<file path="src/rtl/apb_intc_regs.sv">
// apb_intc_regs: APB4 interrupt controller register file with edge capture, enable mask,
// odd-parity checking on every transfer and a registered irq output.
module apb_intc_regs #(
   parameter int ADDR_WIDTH  = 32,
   parameter int DATA_WIDTH  = 32,
   parameter int NUM_SRC     = 8,
   parameter int WAIT_STATES = 1
) (
   input  logic                      PCLK,
   input  logic                      PRESET,
   input  logic                      PSEL,
   input  logic                      PENABLE,
   input  logic                      PWRITE,
   input  logic [ADDR_WIDTH-1:0]     PADDR,
   input  logic [DATA_WIDTH-1:0]     PWDATA,
   input  logic [DATA_WIDTH/8-1:0]   PSTRB,
   input  logic [ADDR_WIDTH/8-1:0]   PADDRCHK,
   input  logic [DATA_WIDTH/8-1:0]   PWDATACHK,
   input  logic                      PSTRBCHK,
   output logic                      PREADY,
   output logic                      PSLVERR,
   output logic [DATA_WIDTH-1:0]     PRDATA,
   output logic [DATA_WIDTH/8-1:0]   PRDATACHK,
   input  logic [NUM_SRC-1:0]        irq_src,
   output logic                      irq
);
   localparam int NB = DATA_WIDTH / 8;
   localparam int AB = ADDR_WIDTH / 8;
   typedef enum logic {S_IDLE, S_ACCESS} state_t;
   state_t               r_state, w_state_nxt;
   logic [2:0]           r_cnt, w_cnt_nxt;
   logic [NUM_SRC-1:0]   r_raw, r_en, r_src_q;
   logic [NUM_SRC-1:0]   w_raw_nxt, w_en_nxt, w_rise, w_clr, w_wsrc, w_bmask, w_sel;
   logic [DATA_WIDTH-1:0] w_rd_nxt;
   logic [NB-1:0]        w_wdata_par;
   logic [AB-1:0]        w_paddr_par;
   logic [11:0]          w_off;
   logic                 w_setup, w_last, w_rdy_nxt, w_err_nxt, w_bad_par, w_bad_dec, w_commit;
   for (genvar i = 0; i < NB; i++) begin : g_dbyte
      assign w_wdata_par[i] = ~^PWDATA[8*i +: 8];
      assign PRDATACHK[i]   = ~^PRDATA[8*i +: 8];
   end
   for (genvar i = 0; i < AB; i++) begin : g_abyte
      assign w_paddr_par[i] = ~^PADDR[8*i +: 8];
   end
   for (genvar i = 0; i < NUM_SRC; i++) begin : g_mask
      assign w_bmask[i] = PSTRB[i/8];
   end
   assign w_off   = PADDR[11:0];
   assign w_setup = PSEL & ~PENABLE;
   assign w_last  = (r_state == S_ACCESS) && (r_cnt == 3'(WAIT_STATES));
   always_ff @(posedge PCLK or posedge PRESET) begin
      if (PRESET) begin
         r_state <= S_IDLE;
         r_cnt   <= '0;
      end else begin
         r_state <= w_state_nxt;
         r_cnt   <= w_cnt_nxt;
      end
   end
   always_comb begin
      w_state_nxt = r_state;
      w_cnt_nxt   = r_cnt;
      if (r_state == S_IDLE) begin
         w_state_nxt = w_setup ? S_ACCESS : S_IDLE;
         w_cnt_nxt   = '0;
      end else if (!PSEL) begin
         w_state_nxt = S_IDLE;
         w_cnt_nxt   = '0;
      end else if (w_last) begin
         w_state_nxt = w_setup ? S_ACCESS : S_IDLE;
         w_cnt_nxt   = '0;
      end else begin
         w_cnt_nxt   = r_cnt + 3'd1;
      end
   end
   // RO registers (RAW at 0x0, PENDING at 0x8) have PADDR[2]=0, so a write there is a decode error
   always_comb begin
      w_bad_par = (|(PADDRCHK ^ w_paddr_par)) |
                  (PWRITE & ((|(PWDATACHK ^ w_wdata_par)) | (PSTRBCHK ^ ~^PSTRB)));
      w_bad_dec = (|w_off[11:4]) | (|w_off[1:0]) | (PWRITE & ~w_off[2]);
      w_rdy_nxt = (w_state_nxt == S_ACCESS) && (w_cnt_nxt == 3'(WAIT_STATES));
      w_err_nxt = w_rdy_nxt & (w_bad_par | w_bad_dec);
      w_sel     = (w_off[3:2] == 2'd0) ? w_raw_nxt :
                  (w_off[3:2] == 2'd1) ? w_en_nxt :
                  (w_off[3:2] == 2'd2) ? (w_raw_nxt & w_en_nxt) : '0;
      w_rd_nxt  = (w_rdy_nxt & ~PWRITE & ~w_bad_par & ~w_bad_dec) ? DATA_WIDTH'(w_sel) : '0;
   end
   // Commit at the edge closing the PREADY cycle; the error flag was registered with PREADY
   assign w_commit  = PREADY & ~PSLVERR & PSEL & PENABLE & PWRITE;
   assign w_wsrc    = PWDATA[NUM_SRC-1:0] & w_bmask;
   assign w_clr     = (w_commit & w_off[3]) ? w_wsrc : '0;
   assign w_en_nxt  = (w_commit & ~w_off[3]) ? ((r_en & ~w_bmask) | w_wsrc) : r_en;
   assign w_rise    = irq_src & ~r_src_q;
   assign w_raw_nxt = (r_raw & ~w_clr) | w_rise;
   always_ff @(posedge PCLK or posedge PRESET) begin
      if (PRESET) begin
         PREADY  <= 1'b0;
         PSLVERR <= 1'b0;
         PRDATA  <= '0;
         irq     <= 1'b0;
         r_raw   <= '0;
         r_en    <= '0;
         r_src_q <= '0;
      end else begin
         PREADY  <= w_rdy_nxt;
         PSLVERR <= w_err_nxt;
         PRDATA  <= w_rd_nxt;
         irq     <= |(w_raw_nxt & w_en_nxt);
         r_raw   <= w_raw_nxt;
         r_en    <= w_en_nxt;
         r_src_q <= irq_src;
      end
   end
endmodule

</file>
<file path="config.mk">
export PLATFORM = sky130hd
export DESIGN_NAME = apb_intc_regs
export DESIGN_NICKNAME = d
export VERILOG_FILES = /design/src/rtl/apb_intc_regs.sv
export SDC_FILE = /design/constraint.sdc
export NUM_CORES = 1
export LEC_CHECK = 0
export BUFFER_PORTS_ARGS = -buffer_cell sky130_fd_sc_hd__buf_4
export CAP_MARGIN = 5
export CORE_ASPECT_RATIO = 2
export CORE_MARGIN = 2
export CORE_UTILIZATION = 33
export CTS_CLUSTER_DIAMETER = 120
export DETAILED_ROUTE_END_ITERATION = 16
export HOLD_SLACK_MARGIN = 0.06
export SYNTH_ARGS = -nofsm -noshare
export SYNTH_HDL_FRONTEND = slang
export SYNTH_SLANG_ARGS = --single-unit
export TNS_END_PERCENT = 100
</file>
<file path="constraint.sdc">
create_clock -name PCLK -period 5.1 [get_ports PCLK]
set_input_delay 0.51 -clock PCLK [delete_from_list [all_inputs] [get_ports PCLK]]
set_output_delay 0.51 -clock PCLK [all_outputs]
set_load 0.05 [all_outputs]
</file>
==> results.yml, run 1 <==
outcome:
  status: "completed"
final_layout:
  syn_to_final_growth_pct: 33.2
  num-nets-final: 493
  final_common_cell: "buf_4"
  n_antenna_cell: 0
  ff_latch_area_um2: 976
  final_cell_mix: "buf_4 (102), xnor2_1 (43), dfrtp_1 (39)"
  stdcell_area_mm2: 0.00378
  multi_input_area_mm2: 0.00165
  fill_cells: 833
  drive_gt1_share_pct: 29.7
die:
  die_x_um: 69.6
  dieHeight_um: 135
  dieArea_mm2: 0.00941
  core_area_mm2: 0.00829
  num_rows: 47
  ioPinCount: 129
  start_util_pct: 34.3
hold_path:
  hp-class: "input port to asynchronous set/reset pin"
worst_setup_path:
  critPathLaunchType: "input port"
  crit_path_max_fanout: 12
  critPathKind: "input port to flop"
  cpMaxStageDelayCell: "xnor3_1"
  cp-end-kind: "flop"
  critPathRequiredTime_ns: 5.30
  worstPathCellList: "buf_4 > inv_1 > ha_1 > xnor3_1 > xnor2_1 > nor4_4 > nand4_2 > a21oi_1"
  arrival_ns: 2.55
  max_stage_delay_ns: 0.39
logic_synthesis:
  ys_seq_area_share_pct: 34.3
  synth.largest_area_cell: "dfrtp_1"
  ys_ff_latch: 39
  synth_warnings: 0
  synth_area_leaders: "dfrtp_1 (34%), xnor2_1 (13%), buf_4 (7.1%)"
  syn_inst: 292
  syn_area_mm2: 0.00284
  synth_cell_type_count: 40
  synth_edf_count: 0
  postSynthAreaPerCell_um2: 9.73
  dominantRegCellSynth: "dfrtp_1"
  synth-async-reset-ratio_pct: 100
  synth_top_area_share_pct: 34.3
cts:
  cts_buffers: 5
  clk_latency_ns: 0.29
  cts-root-buf: "clkbuf_16"
  cts.sinks: 39
  ctsHoldBuffers: 0
  clk_pin_slew_ns: 0.06
  h-tree-depth: 2
  cts_buffer_depth: 2
  cts_tree: "built"
  ctsResizeCount: 0
  cts_setup_buffers: 0
routing:
  routed_wl_um: 7210
  wire_per_inst_um: 14.7
  drtAntennaViolNets: 0
  drc_errors: 0
  first_pass_iters: 4
  drt_iter0_drc: 101
  via_per_inst: 4.95
  vias: 2435
global_route:
  grt_pass1_wl_um: 11200
  grt_use_total_pct: 15.3
  antenna_found_initial: 0
  grt_pass1_vias: 2394
  grt-ovfl-total: 0
  grt_max_degree: 40
timing:
  fin_crit_sh_pct: 46.1
  finalCriticalPeriod_ns: 2.35
  worst_slew_pin_slew_ns: 0.871
  grt_setup_unrepaired: "false"
  finalSetupViolations: 0
  slew_headroom_pct: 41.8
  fmaxAchievable_mhz: 426
  setup_tns_ns: 0
  drv_slew: 0
  hold_viol: 0
  fin_skew_ns: 0.00344
flow_run:
  maxCapViolCount: 0
placed_design:
  io_buffers: 101
  placed_area_mm2: 0.00359
  gp_congestion: 0.866
  hpwl_um: 5980
pwr:
  power.density_mw_per_mm2: 275
  vdd_drop_max_v: 0.000129
  p_leak_nw: 1.83
state kept, by name, summed over array words and instances, names as in the netlist:
| signal | count |
|---|---|
| r_src_q | 8 |
| r_state | 1 |
| r_en | 8 |
| PSLVERR | 1 |
| r_raw | 8 |
| irq | 1 |
| PRDATA | 8 |
| r_cnt | 3 |
| PREADY | 1 |
logic make-up (layout without fill, tap and decap cells):
family	count (synthesis)	in the layout	share of synthesized area (%)
simple gates	69	69	14.1
xor+xnor	61	61	23.7
compound gates	56	56	12.0
buf+inv	54	131	10.8
flops	39	39	34.3
fa+ha+maj	10	10	4.40
other cells	2	27	0.264
mux	1	1	0.352
final cells by class:
cell class              count  area share (%)
clock buffers               6            3.41
clock inverters             2            1.59
inverters                  21            2.08
multi-input cells         224            43.7
flip-flops and latches     39            25.8
well taps                  98            3.24
repair buffers            102            20.2
worst max-delay path: cells and delay by family:
kind | cells | cell delay, ns
simple gates | 2 | 0.64
compound gates | 1 | 0.23
xor+xnor | 2 | 0.55
buf+inv | 2 | 0.32
fa+ha+maj | 1 | 0.30
cell usage after synthesis (all sizes together), types with 3 or more instances:
cell type,count
o21ai,17
nand2,21
nand4,12
nand3,10
nor2b,6
nor3b,3
nand4b,4
xnor3,9
inv,21
xor2,7
xnor2,45
dfrtp,39
a22o,4
ha,10
buf,31
a21o,4
nor2,4
a21oi,20
report_power, final:
group          leakage (nW)  internal, W  total, W  switching [W]
combinational          1.26     0.000144  0.000308       0.000164
sequential            0.478     0.000323  0.000330     0.00000659
clock                0.0911     0.000280  0.000403       0.000123
through the flow:
| stage | std cells | hold WS (ns) | total power, W | util, % | setup WS [ns] |
|---|---|---|---|---|---|
| floorplan | 317 | 0.456 | 0.000563 | - | 2.67 |
| global placement | 484 | 0.485 | 0.000642 | 43.4 | 2.51 |
| detailed placement | 484 | 0.479 | 0.000646 | 43.4 | 2.43 |
| CTS | 492 | 0.330 | 0.00105 | 45.6 | 2.73 |
| global route | 492 | 0.329 | 0.00108 | 45.6 | 2.58 |
| finish | 492 | 0.335 | 0.00104 | 45.6 | 2.75 |
routing by layer:
layer / GRT usage, % / up-vias / routed length [um] / part of all wire, %
li1: - / 1145 / - / -
met1: 14.1 / 1152 / 2270 / 32
met2: 31.4 / 125 / 4280 / 59
met3: 2.53 / 13 / 464 / 6.4
met4: 7.26 / 0 / 187 / 2.6
met5: 0 / - / 0 / 0
path summary, 6_finish.rpt:
path	startpoint	end	slack, ns	depth (start not counted)
hold reg to reg	r_raw[4]	r_raw[4]	0.49	1
setup reg to reg	PSLVERR	irq	3.03	5
max in group asynchronous	PRESET	r_src_q[3]	4.40	3
hold / removal	PRESET	PRDATA[7]	0.34	3
min in group PCLK	irq_src[1]	r_src_q[1]	0.34	1
setup / recovery	PADDR[3]	PRDATA[7]	2.75	8
(Power assumes the default switching activity.)
==> run 2: changes to the inputs <==
==> constraint.sdc (replaced) <==
create_clock -name PCLK -period 2.03 [get_ports PCLK]
set_input_delay 0.203 -clock PCLK [delete_from_list [all_inputs] [get_ports PCLK]]
set_output_delay 0.203 -clock PCLK [all_outputs]
set_load 0.05 [all_outputs]
==> run 2 against run 1 <==
Effect of this change: largest power group unchanged; critical endpoint is now irq; utilization increased by 1.4 points; clock skew increased by 0.0035 ns; final area increased by 3.1%; clock power increased by 110%; power increased by 140%; non-clock buffer count increased by 17; sequential cell count unchanged; die area unchanged; largest cell class unchanged.
==> results.yml, run 2 (synthesis results as in run 1) <==
outcome:
  status: "completed"
worst_setup_path:
  worstPathCellList: "or3b_2 > o21ai_0 > nand2_1 > a22oi_1 > nand4_1"
  max_stage_delay_ns: 0.59
  critPathKind: "flop to flop"
  r2r_start: "PSLVERR"
  cpMaxStageDelayCell: "or3b_2"
  crit_path_max_fanout: 8
  r2r-end: "irq"
  reg2reg_depth: 5
  cp-end-kind: "flop"
  critPathRequiredTime_ns: 2.18
  arrival_ns: 2.05
  critPathLaunchType: "flop"
  r2r_slack_ns: 0.13
final_layout:
  drive_gt1_share_pct: 30.9
  syn_to_final_growth_pct: 37.3
  fill_cells: 812
  final_common_cell: "buf_4"
  num-nets-final: 510
  final_cell_mix: "buf_4 (111), xnor2_1 (43), dfrtp_1 (39)"
  fin_cells: 509
  n_antenna_cell: 0
routing:
  vias: 2482
  wire_per_inst_um: 14.6
  drtAntennaViolNets: 0
  via_per_inst: 4.88
  first_pass_iters: 4
  drc_errors: 0
  routed_wl_um: 7450
  drt_iter0_drc: 126
timing:
  fin_crit_sh_pct: 93.7
  setup_tns_ns: 0
  grt_setup_unrepaired: "false"
  slew_headroom_pct: 64.3
  drv_slew: 0
  timing.final.ws_setup_ns: 0.127
  worst_slew_pin_slew_ns: 0.536
  finalCriticalPeriod_ns: 1.90
  finalSetupViolations: 0
  hold_viol: 0
  fin_skew_ns: 0.00697
  fmaxAchievable_mhz: 526
pwr:
  power.density_mw_per_mm2: 629
  p_leak_nw: 1.89
  power.total_w: 0.00246
  vdd_drop_max_v: 0.000330
placed_design:
  io_buffers: 101
  pre_cts_ws_ns: -0.121
  dpl.cell_count: 493
  gp_congestion: 0.956
  hpwl_um: 6180
die:
  num_rows: 47
  core_area_mm2: 0.00829
  die_x_um: 69.6
  dieArea_mm2: 0.00941
  dieHeight_um: 135
  ioPinCount: 129
  start_util_pct: 34.3
global_route:
  grt_pass1_vias: 2609
  grt_max_degree: 40
  grt_pass1_wl_um: 11900
  antenna_found_initial: 0
  grt-ovfl-total: 0
  grt_use_total_pct: 16.2
cts:
  cts-root-buf: "clkbuf_16"
  h-tree-depth: 2
  clk_pin_slew_ns: 0.06
  cts_tree: "built"
  cts.sinks: 39
  cts_setup_buffers: 0
  cts_buffers: 5
  clk_latency_ns: 0.29
  cts_buffer_depth: 2
flow_run:
  maxCapViolCount: 0
hold_path:
  hp-class: "input port to asynchronous set/reset pin"
## run 2: cell types whose count changed in the layout (fill, tap and decap cells not counted), moves of 2 or more
cell           previous run  this run
bufinv_16                 2         0
buf_4                   102       111
dlygate4sd3_1             0         8
clkbuf_8                  0         2
## run 2: final cells by class
class	count	area, um2	share of cell area [%]
multi-input cells	224	1650	42.3
flip-flops and latches	39	976	25.0
repair buffers	119	913	23.4
inverters	21	78.8	2.02
clock inverters	1	7.51	0.192
clock buffers	7	153	3.91
well taps	98	123	3.14
## run 2: worst max-delay path, delay by kind of cell (launching register included)
kind             cells  cell delay (ns)
AND/OR/NAND/NOR      3             0.86
AO/OA/AOI/OAI        2             0.48
flip-flops           1             0.42
## run 2: what timing repair did
| item | in CTS | in global routing |
|---|---|---|
| endpoints found under the hold margin | 8 | 0 |
| resized for setup | 0 | 1 |
| hold buffers | 8 | 0 |
| setup endpoints to repair | 0 | 1 |
## run 2: per-stage QoR
stage	hold slack [ns]	cell area, um2	utilization [%]
final	0.0467	3900	47.1
after global routing	0.106	3900	47.1
after CTS	0.0687	3900	47.1
after detailed placement	0.321	3660	44.2
after global placement	0.320	3660	44.2
after floorplan	0.234	2940	-
## run 2: worst max path at each step
stage	start	endpoint
2_1_floorplan	PADDR[3]	PSLVERR
3_3_place_gp	PADDR[10]	PSLVERR
3_5_place_dp	PADDR[10]	PSLVERR
4_1_cts	PSLVERR	PRDATA[4]
5_1_grt	PSLVERR	irq
6_report	PSLVERR	irq
## run 2: metal layers
| layer | vias up | share of wire (%) | global-route usage, % |
|---|---|---|---|
| li1 | 1180 | - | - |
| met1 | 1161 | 32 | 14.8 |
| met2 | 123 | 58 | 32.4 |
| met3 | 18 | 6.5 | 2.98 |
| met4 | 0 | 3.8 | 9.40 |
| met5 | - | 0 | 0 |
## run 2: power breakdown
group          internal (W)  total (W)  switching [W]  leakage (nW)
Clock              0.000522   0.000831       0.000309        0.0761
Sequential         0.000812   0.000829      0.0000172         0.478
Combinational      0.000380   0.000796       0.000416          1.34
Total               0.00171    0.00246       0.000742          1.89
